$ cat config.mk
export PLATFORM = sky130hd
export DESIGN_NAME = leaf_net_adapter
export DESIGN_NICKNAME = d
export VERILOG_FILES = /design/src/rtl/leaf_net_adapter.sv
export SDC_FILE = /design/constraint.sdc
export NUM_CORES = 1
export LEC_CHECK = 0
export BUFFER_PORTS_ARGS = -buffer_cell sky130_fd_sc_hd__buf_2
export CORE_ASPECT_RATIO = 0.75
export CORE_MARGIN = 5
export CORE_UTILIZATION = 43
export DETAILED_ROUTE_END_ITERATION = 16
export HOLD_SLACK_MARGIN = 0.12
export PLACE_DENSITY = 0.66
export SLEW_MARGIN = 20
export SYNTH_ARGS = -nofsm -noshare
export SYNTH_HDL_FRONTEND = slang
export SYNTH_SLANG_ARGS = --single-unit
$ cat constraint.sdc
create_clock -name clk -period 4 [get_ports clk]
set_input_delay 1.2 -clock clk [delete_from_list [all_inputs] [get_ports clk]]
set_output_delay 1.2 -clock clk [all_outputs]
set_load 0.03 [all_outputs]
$ cat src/rtl/leaf_net_adapter.sv
// ---------------------------------------------------------------------------
// leaf_net_adapter
//
// Purpose:
//   Connects a network switch port to a flow-control stage.
//   - Inbound: net_in is registered onto stream_in with one cycle of latency.
//     There is no filtering and no stall.
//   - Outbound: valid stream_out packets are written into a small FIFO.
//     The FIFO head is presented on net_out and popped by net_out_ack.
//     A valid packet that arrives while the FIFO is full, with no pop in the
//     same cycle, is dropped. resend then pulses for one cycle so the
//     flow-control stage re-issues that packet.
//
// Ports:
//   clk          in   single clock, rising edge
//   reset        in   asynchronous active-low reset
//   net_in       in   [PACKET_BITS]   packet from the network switch
//   stream_in    out  [PACKET_BITS]   registered net_in
//   stream_out   in   [PACKET_BITS]   packet from the flow-control stage
//   resend       out  1               one-cycle pulse after each drop
//   net_out      out  [PACKET_BITS]   FIFO head, all zeros when empty
//   net_out_ack  in   1               network accepted net_out this cycle
//   fifo_level   out  [FIFO_DEPTH_BITS+1] outbound occupancy
//   drop_count   out  [16]            saturating drop counter
//                                     (only with LEAF_NET_DROP_COUNT_EN)
//
// Bit PACKET_BITS-1 of every packet is its valid flag.
//
// Optional feature macro: LEAF_NET_DROP_COUNT_EN
// ---------------------------------------------------------------------------
module leaf_net_adapter #(
    parameter int PACKET_BITS     = 97,
    parameter int FIFO_DEPTH_BITS = 2
) (
    input  logic                       clk,
    input  logic                       reset,
    input  logic [PACKET_BITS-1:0]     net_in,
    output logic [PACKET_BITS-1:0]     stream_in,
    input  logic [PACKET_BITS-1:0]     stream_out,
    output logic                       resend,
    output logic [PACKET_BITS-1:0]     net_out,
    input  logic                       net_out_ack,
    output logic [FIFO_DEPTH_BITS:0]   fifo_level
`ifdef LEAF_NET_DROP_COUNT_EN
    ,
    output logic [15:0]                drop_count
`endif
);

    localparam int DEPTH = 2 ** FIFO_DEPTH_BITS;
    localparam logic [FIFO_DEPTH_BITS:0] LEVEL_FULL = (FIFO_DEPTH_BITS + 1)'(DEPTH);

    logic [PACKET_BITS-1:0]     r_stream_in;
    logic [PACKET_BITS-1:0]     r_mem [DEPTH];
    logic [FIFO_DEPTH_BITS-1:0] r_wr_ptr;
    logic [FIFO_DEPTH_BITS-1:0] r_rd_ptr;
    logic [FIFO_DEPTH_BITS:0]   r_level;
    logic                       r_resend;

    logic w_in_valid;
    logic w_empty;
    logic w_full;
    logic w_pop;
    logic w_push;
    logic w_drop;

    assign w_in_valid = stream_out[PACKET_BITS-1];
    assign w_empty    = (r_level == '0);
    assign w_full     = (r_level == LEVEL_FULL);
    // An ack on an empty FIFO has nothing to pop and is ignored.
    assign w_pop      = net_out_ack && !w_empty;
    // When full, a same-cycle pop frees the slot being written. The write
    // pointer equals the read pointer then, and the pop only moves the read
    // pointer, so order is preserved.
    assign w_push     = w_in_valid && (!w_full || w_pop);
    assign w_drop     = w_in_valid && w_full && !w_pop;

    // Inbound register
    always_ff @(posedge clk or negedge reset) begin
        if (!reset) begin
            r_stream_in <= '0;
        end else begin
            r_stream_in <= net_in;
        end
    end

    // FIFO storage. Data is not reset; emptiness is tracked by r_level.
    always_ff @(posedge clk) begin
        if (w_push) begin
            r_mem[r_wr_ptr] <= stream_out;
        end
    end

    // FIFO control: pointers wrap naturally at their width
    always_ff @(posedge clk or negedge reset) begin
        if (!reset) begin
            r_wr_ptr <= '0;
            r_rd_ptr <= '0;
            r_level  <= '0;
            r_resend <= 1'b0;
        end else begin
            if (w_push) begin
                r_wr_ptr <= r_wr_ptr + 1'b1;
            end
            if (w_pop) begin
                r_rd_ptr <= r_rd_ptr + 1'b1;
            end
            case ({w_push, w_pop})
                2'b10:   r_level <= r_level + 1'b1;
                2'b01:   r_level <= r_level - 1'b1;
                default: r_level <= r_level;
            endcase
            r_resend <= w_drop;
        end
    end

`ifdef LEAF_NET_DROP_COUNT_EN
    logic [15:0] r_drop_count;

    always_ff @(posedge clk or negedge reset) begin
        if (!reset) begin
            r_drop_count <= '0;
        end else if (w_drop && (r_drop_count != 16'hFFFF)) begin
            r_drop_count <= r_drop_count + 16'd1;
        end
    end

    assign drop_count = r_drop_count;
`endif

    assign stream_in  = r_stream_in;
    assign resend     = r_resend;
    assign fifo_level = r_level;
    assign net_out    = w_empty ? '0 : r_mem[r_rd_ptr];

endmodule

# After elaboration in Yosys (flattened, before gate mapping)
# Memories as Yosys holds them, arrays and structs flattened.
# Cells that the tools add are included.
[totals]
reg_bits = 105
latchBits = 0
ramBits = 388
rom_bits = 0
in_bits = 197
out_inout_bits = 198
word_cells = 27
memories = 1
[classes]
n_addsub = 4
multipliers = 0
div_mod_pow = 0
magnitude_cmp = 0
n_eq_ne = 3
shift = 0
n_mux = 4
bitwise = 0
n_reduce_logical = 10
[memory_table]
columns = ["memory", "words", "width", "read_ports", "rd_clocked_by_memory_dff", "write_ports", "line_no", "text"]
rows = [
  ["r_mem", 4, 97, 1, 0, 1, "54", "logic [PACKET_BITS-1:0] r_mem [DEPTH];"],
]
[op_table]
columns = ["op", "count"]
rows = [
  ["$mux 97", 1],
  ["$pmux 3 s2", 1],
  ["$add 2x1->2 const B", 2],
  ["$logic_and 1x1->1", 4],
  ["$add 3x1->3 const B", 1],
  ["$eq 3x3->1 const B", 1],
  ["$logic_not 1->1", 3],
  ["$logic_not 3->1", 1],
  ["$sub 3x1->3 const B", 1],
  ["$eq 2x1->1 const B", 1],
  ["$eq 2x2->1 const B", 1],
  ["$mux 1", 2],
  ["$reduce_bool 2->1", 1],
  ["$logic_or 1x1->1", 1],
]

# Logic depth before layout (Yosys ltp)
[logic_depth]
ltp_word = 7
ltp_mapped = 9
ltp_nobuf = 9

# Least setup slack after synthesis
# Ideal clock, no wire load.
[synth_timing]
path_kind = "input-to-reg"
from = "in net_out_ack"
to = "mem r_mem[2][0], enable pin"
setup_time_ns = 0.467
t_arrival_ns = 3.862
setup_slack_ns = -0.329
path_stages = 3
path_buffers = 0
path_cell_list = "nor4b_1 nor2b_1 and2_1"
[synth_via]
elab_chain_cells = 5
[synth_rtl]
columns = ["item", "line_no", "text"]
rows = [
  ["start, declared", "42", "input logic net_out_ack,"],
  ["$logic_and 1x1->1", "71", "assign w_pop = net_out_ack && !w_empty;"],
  ["$logic_or 1x1->1", "75", "assign w_push = w_in_valid && (!w_full || w_pop);"],
  ["$logic_and 1x1->1", "75", ""],
  ["$mux 1", "89", "if (w_push) begin"],
  ["$mux 1 (implied by the code)", "90", "r_mem[r_wr_ptr] <= stream_out;"],
  ["end, declared", "54", ""],
]
# Every way passes these cells.

# Worst setup path after layout
[layout_timing]
from = "reg r_rd_ptr[0]"
to = "out net_out[42]"
[layout_via]
elab_chain_cells = 2
[layout_rtl]
columns = ["item", "line_no", "text"]
rows = [
  ["start, declared", "56", "logic [FIFO_DEPTH_BITS-1:0] r_rd_ptr;"],
  ["start signal, assigned", "106", "r_rd_ptr <= r_rd_ptr + 1'b1;"],
  ["$mem_v2 4x97", "--", ""],
  ["$mux 97", "134", "assign net_out = w_empty ? '0 : r_mem[r_rd_ptr];"],
  ["end, declared", "41", "output logic [PACKET_BITS-1:0] net_out,"],
]
# Every way passes these cells.

==> metrics.txt <==
DRT Pass-1 Iters=4; setup TNS=0 ps; HP Class=register to register; Slowest-stage cell, CP=dfrtp_4; CP startpoint kind=register; Max VDD drop=374.7 uV; Layout Skew=18.43 ps; # rows=64; Area Overhead vs Synth=24.71%; Die X=242.9 um; # fillers=3,167; Root Driver=clkbuf_16; WL/cell=between 20 and 25 um; Post-CTS Setup Inserts=0; status=finished, final reports clean; Max stage delay on crit path=just under 800 ps; placer congestion estimate=0.8322; final non-filler cell total=roughly 1,700; Iter 0 DRT Violations=519; Final min period=3746 ps; PwrDens=783.2 mW/mm^2; Post-CTS Hold Buffers=0; vias after detailed routing=just under 9,000; Reg area=0.01429 sq mm; htree depth=2; Mapped Area=between 0.015 and 0.02 sq mm; Final Cycle Share=0.9365; Arr. time, crit path=2550 ps; first-pass GRT wire length=59,630 um; commonest non-fill, non-tap cells in the layout=buf_2, edfxtp_1, dfrtp_1; syn_nets=954; count of cell types in the netlist=21; initial antenna violation count=7; GRT Overall Usage=0.1768; Crit Path Category=register to output port; post-CTS sizing=0; Die Span Y=184.7 um; DIE AREA=0.04485 sq mm; count of final max-slew check failures=0; fin nets=1,382; commonest non-fill, non-tap cell in the layout=buf_2; placed insts=1,658; Num CTS Buffers=47; CTS tree=yes; CTS Sinks=493; ANT nets after route=0; vias in the first global route=9,486; io pins=395; Syn Area/Cell=23.29 sq um; Req. time, crit path=2800 ps; post-synthesis register bit count=493; Starting Density=0.4317; Worst-Skew Late Latency=between 500 and 600 ps; DR vias/cell=~5; largest net degree at the start of global routing=59; area of the multi-input gates=0.003027 sq mm; Least-Margin Pin Slew=744.5 ps; core area=0.04052 sq mm; post-DP HPWL=26,840 um; Leak=just over 0.008 uW; max_cap viols=0; Max Freq=~270 MHz; Longest Clk Path Bufs=3; Ys Warns=0; Hold Fails Final Rpt=0; CTS clk-pin slew, worst paths=60 ps; Seq/Total Area, Yosys=0.8163; share of cells above drive strength 1=0.4790; Slew HR=0.5036; unrepaired setup endpoints after global routing=false; buffers added on ports=394; WL final=40,290 um; GRT overflow=0; synthesized instance count=751; Cell Chain, Critical Path=buf_12, mux4_2, and2_1, buf_2; # DRC=0; crit-path max FO=25; CP endpoint kind=output port; final-report setup violation count=0
## state kept, by name, indices dropped and copies added (netlist names)
register,count
fifo_level,3
r_mem,388
r_rd_ptr,2
r_wr_ptr,2
resend,1
stream_in,97
## path summary, 6_finish.rpt
| kind | slack, ps | cells after the start | endpoint | from |
|---|---|---|---|---|
| max | 250 | 4 | net_out[42] | r_rd_ptr[0]$_DFFE_PN0P_ |
| min | 560 | 1 | fifo_level[2]$_DFFE_PN0P_ | fifo_level[2]$_DFFE_PN0P_ |
| max reg2reg | 1490 | 8 | fifo_level[2]$_DFFE_PN0P_ | fifo_level[0]$_DFFE_PN0P_ |
| min reg2reg | 560 | 1 | fifo_level[2]$_DFFE_PN0P_ | fifo_level[2]$_DFFE_PN0P_ |
| max in group asynchronous | 2540 | 2 | stream_in[16]$_DFF_PN0_ | reset |
| min in group asynchronous | 710 | 1 | stream_in[81]$_DFF_PN0_ | reset |
## cell type report
cell class / count / area share
flip-flops and latches: 493 / 0.6549
multi-input cells: 219 / 0.1388
repair buffers: 412 / 0.1065
clock buffers: 71 / 0.06533
well taps: 528 / 0.03029
clock inverters: 14 / 0.003097
inverters: 6 / 0.001032
diodes: 1 / 0.0001147
## power by group
group	switching (uW)	internal, uW	total, uW
logic	3680	2310	5990
registers	356	6490	6850
clock network	1800	2450	4250
## worst max-delay path, delay by kind of cell (launching register included)
kind | cells | cell delay, ps
buffers and inverters | 2 | 470
and+or+nand+nor | 1 | 170
DFF | 1 | 790
muxes | 1 | 540
## through the flow
step	utilization	instance area, sq um	power (uW)	worst slack (ps)	hold WS, ps
3_3_place_gp	0.5015	20320	13010	780.8	523.0
4_1_cts	0.5383	21810	17370	140.6	568.3
3_5_place_dp	0.5015	20320	13070	747.7	553.1
5_1_grt	0.5383	21810	17900	62.11	597.8
2_1_floorplan	-	17500	11060	730.0	534.0
6_report	0.5384	21810	17090	253.9	564.0
## synth_stat cells
cell | number | area (sq um)
and2_1 | 103 | 644.4
buf_2 | 14 | 70.07
buf_4 | 1 | 7.510
buf_6 | 1 | 11.26
buf_8 | 2 | 30.03
clkbuf_1 | 15 | 56.30
dfrtp_1 | 105 | 2628
edfxtp_1 | 388 | 11650
fa_1 | 1 | 20.02
ha_1 | 5 | 62.56
inv_1 | 6 | 22.52
mux2_2 | 1 | 11.26
mux2i_1 | 1 | 10.01
mux4_2 | 97 | 2185
nand3_1 | 1 | 5.000
nor2_1 | 1 | 3.750
nor2b_1 | 1 | 6.260
nor4b_1 | 1 | 8.760
or3_1 | 1 | 6.260
xnor2_1 | 3 | 26.28
xor2_1 | 3 | 26.28
## kinds of logic (layout without fill, tap and decap cells)
logic type	count (synthesis)	in the layout	synth area share
adder cells (fa/ha/maj)	6	6	0.004721
other	0	1	0
buffers and inverters	39	503	0.01130
XOR/XNOR	6	6	0.003005
flip-flops	493	493	0.8163
multiplexers	99	99	0.1261
AND/OR/NAND/NOR	108	108	0.03856
## routing by layer
layer | global-route usage | vias up | share of wire
met5 | 0 | - | 0
met2 | 0.3138 | 335 | 0.53
met4 | 0.05377 | 0 | 0.030
li1 | - | 3830 | -
met3 | 0.05103 | 77 | 0.074
met1 | 0.2127 | 4511 | 0.37
(Power assumes the default switching activity.)
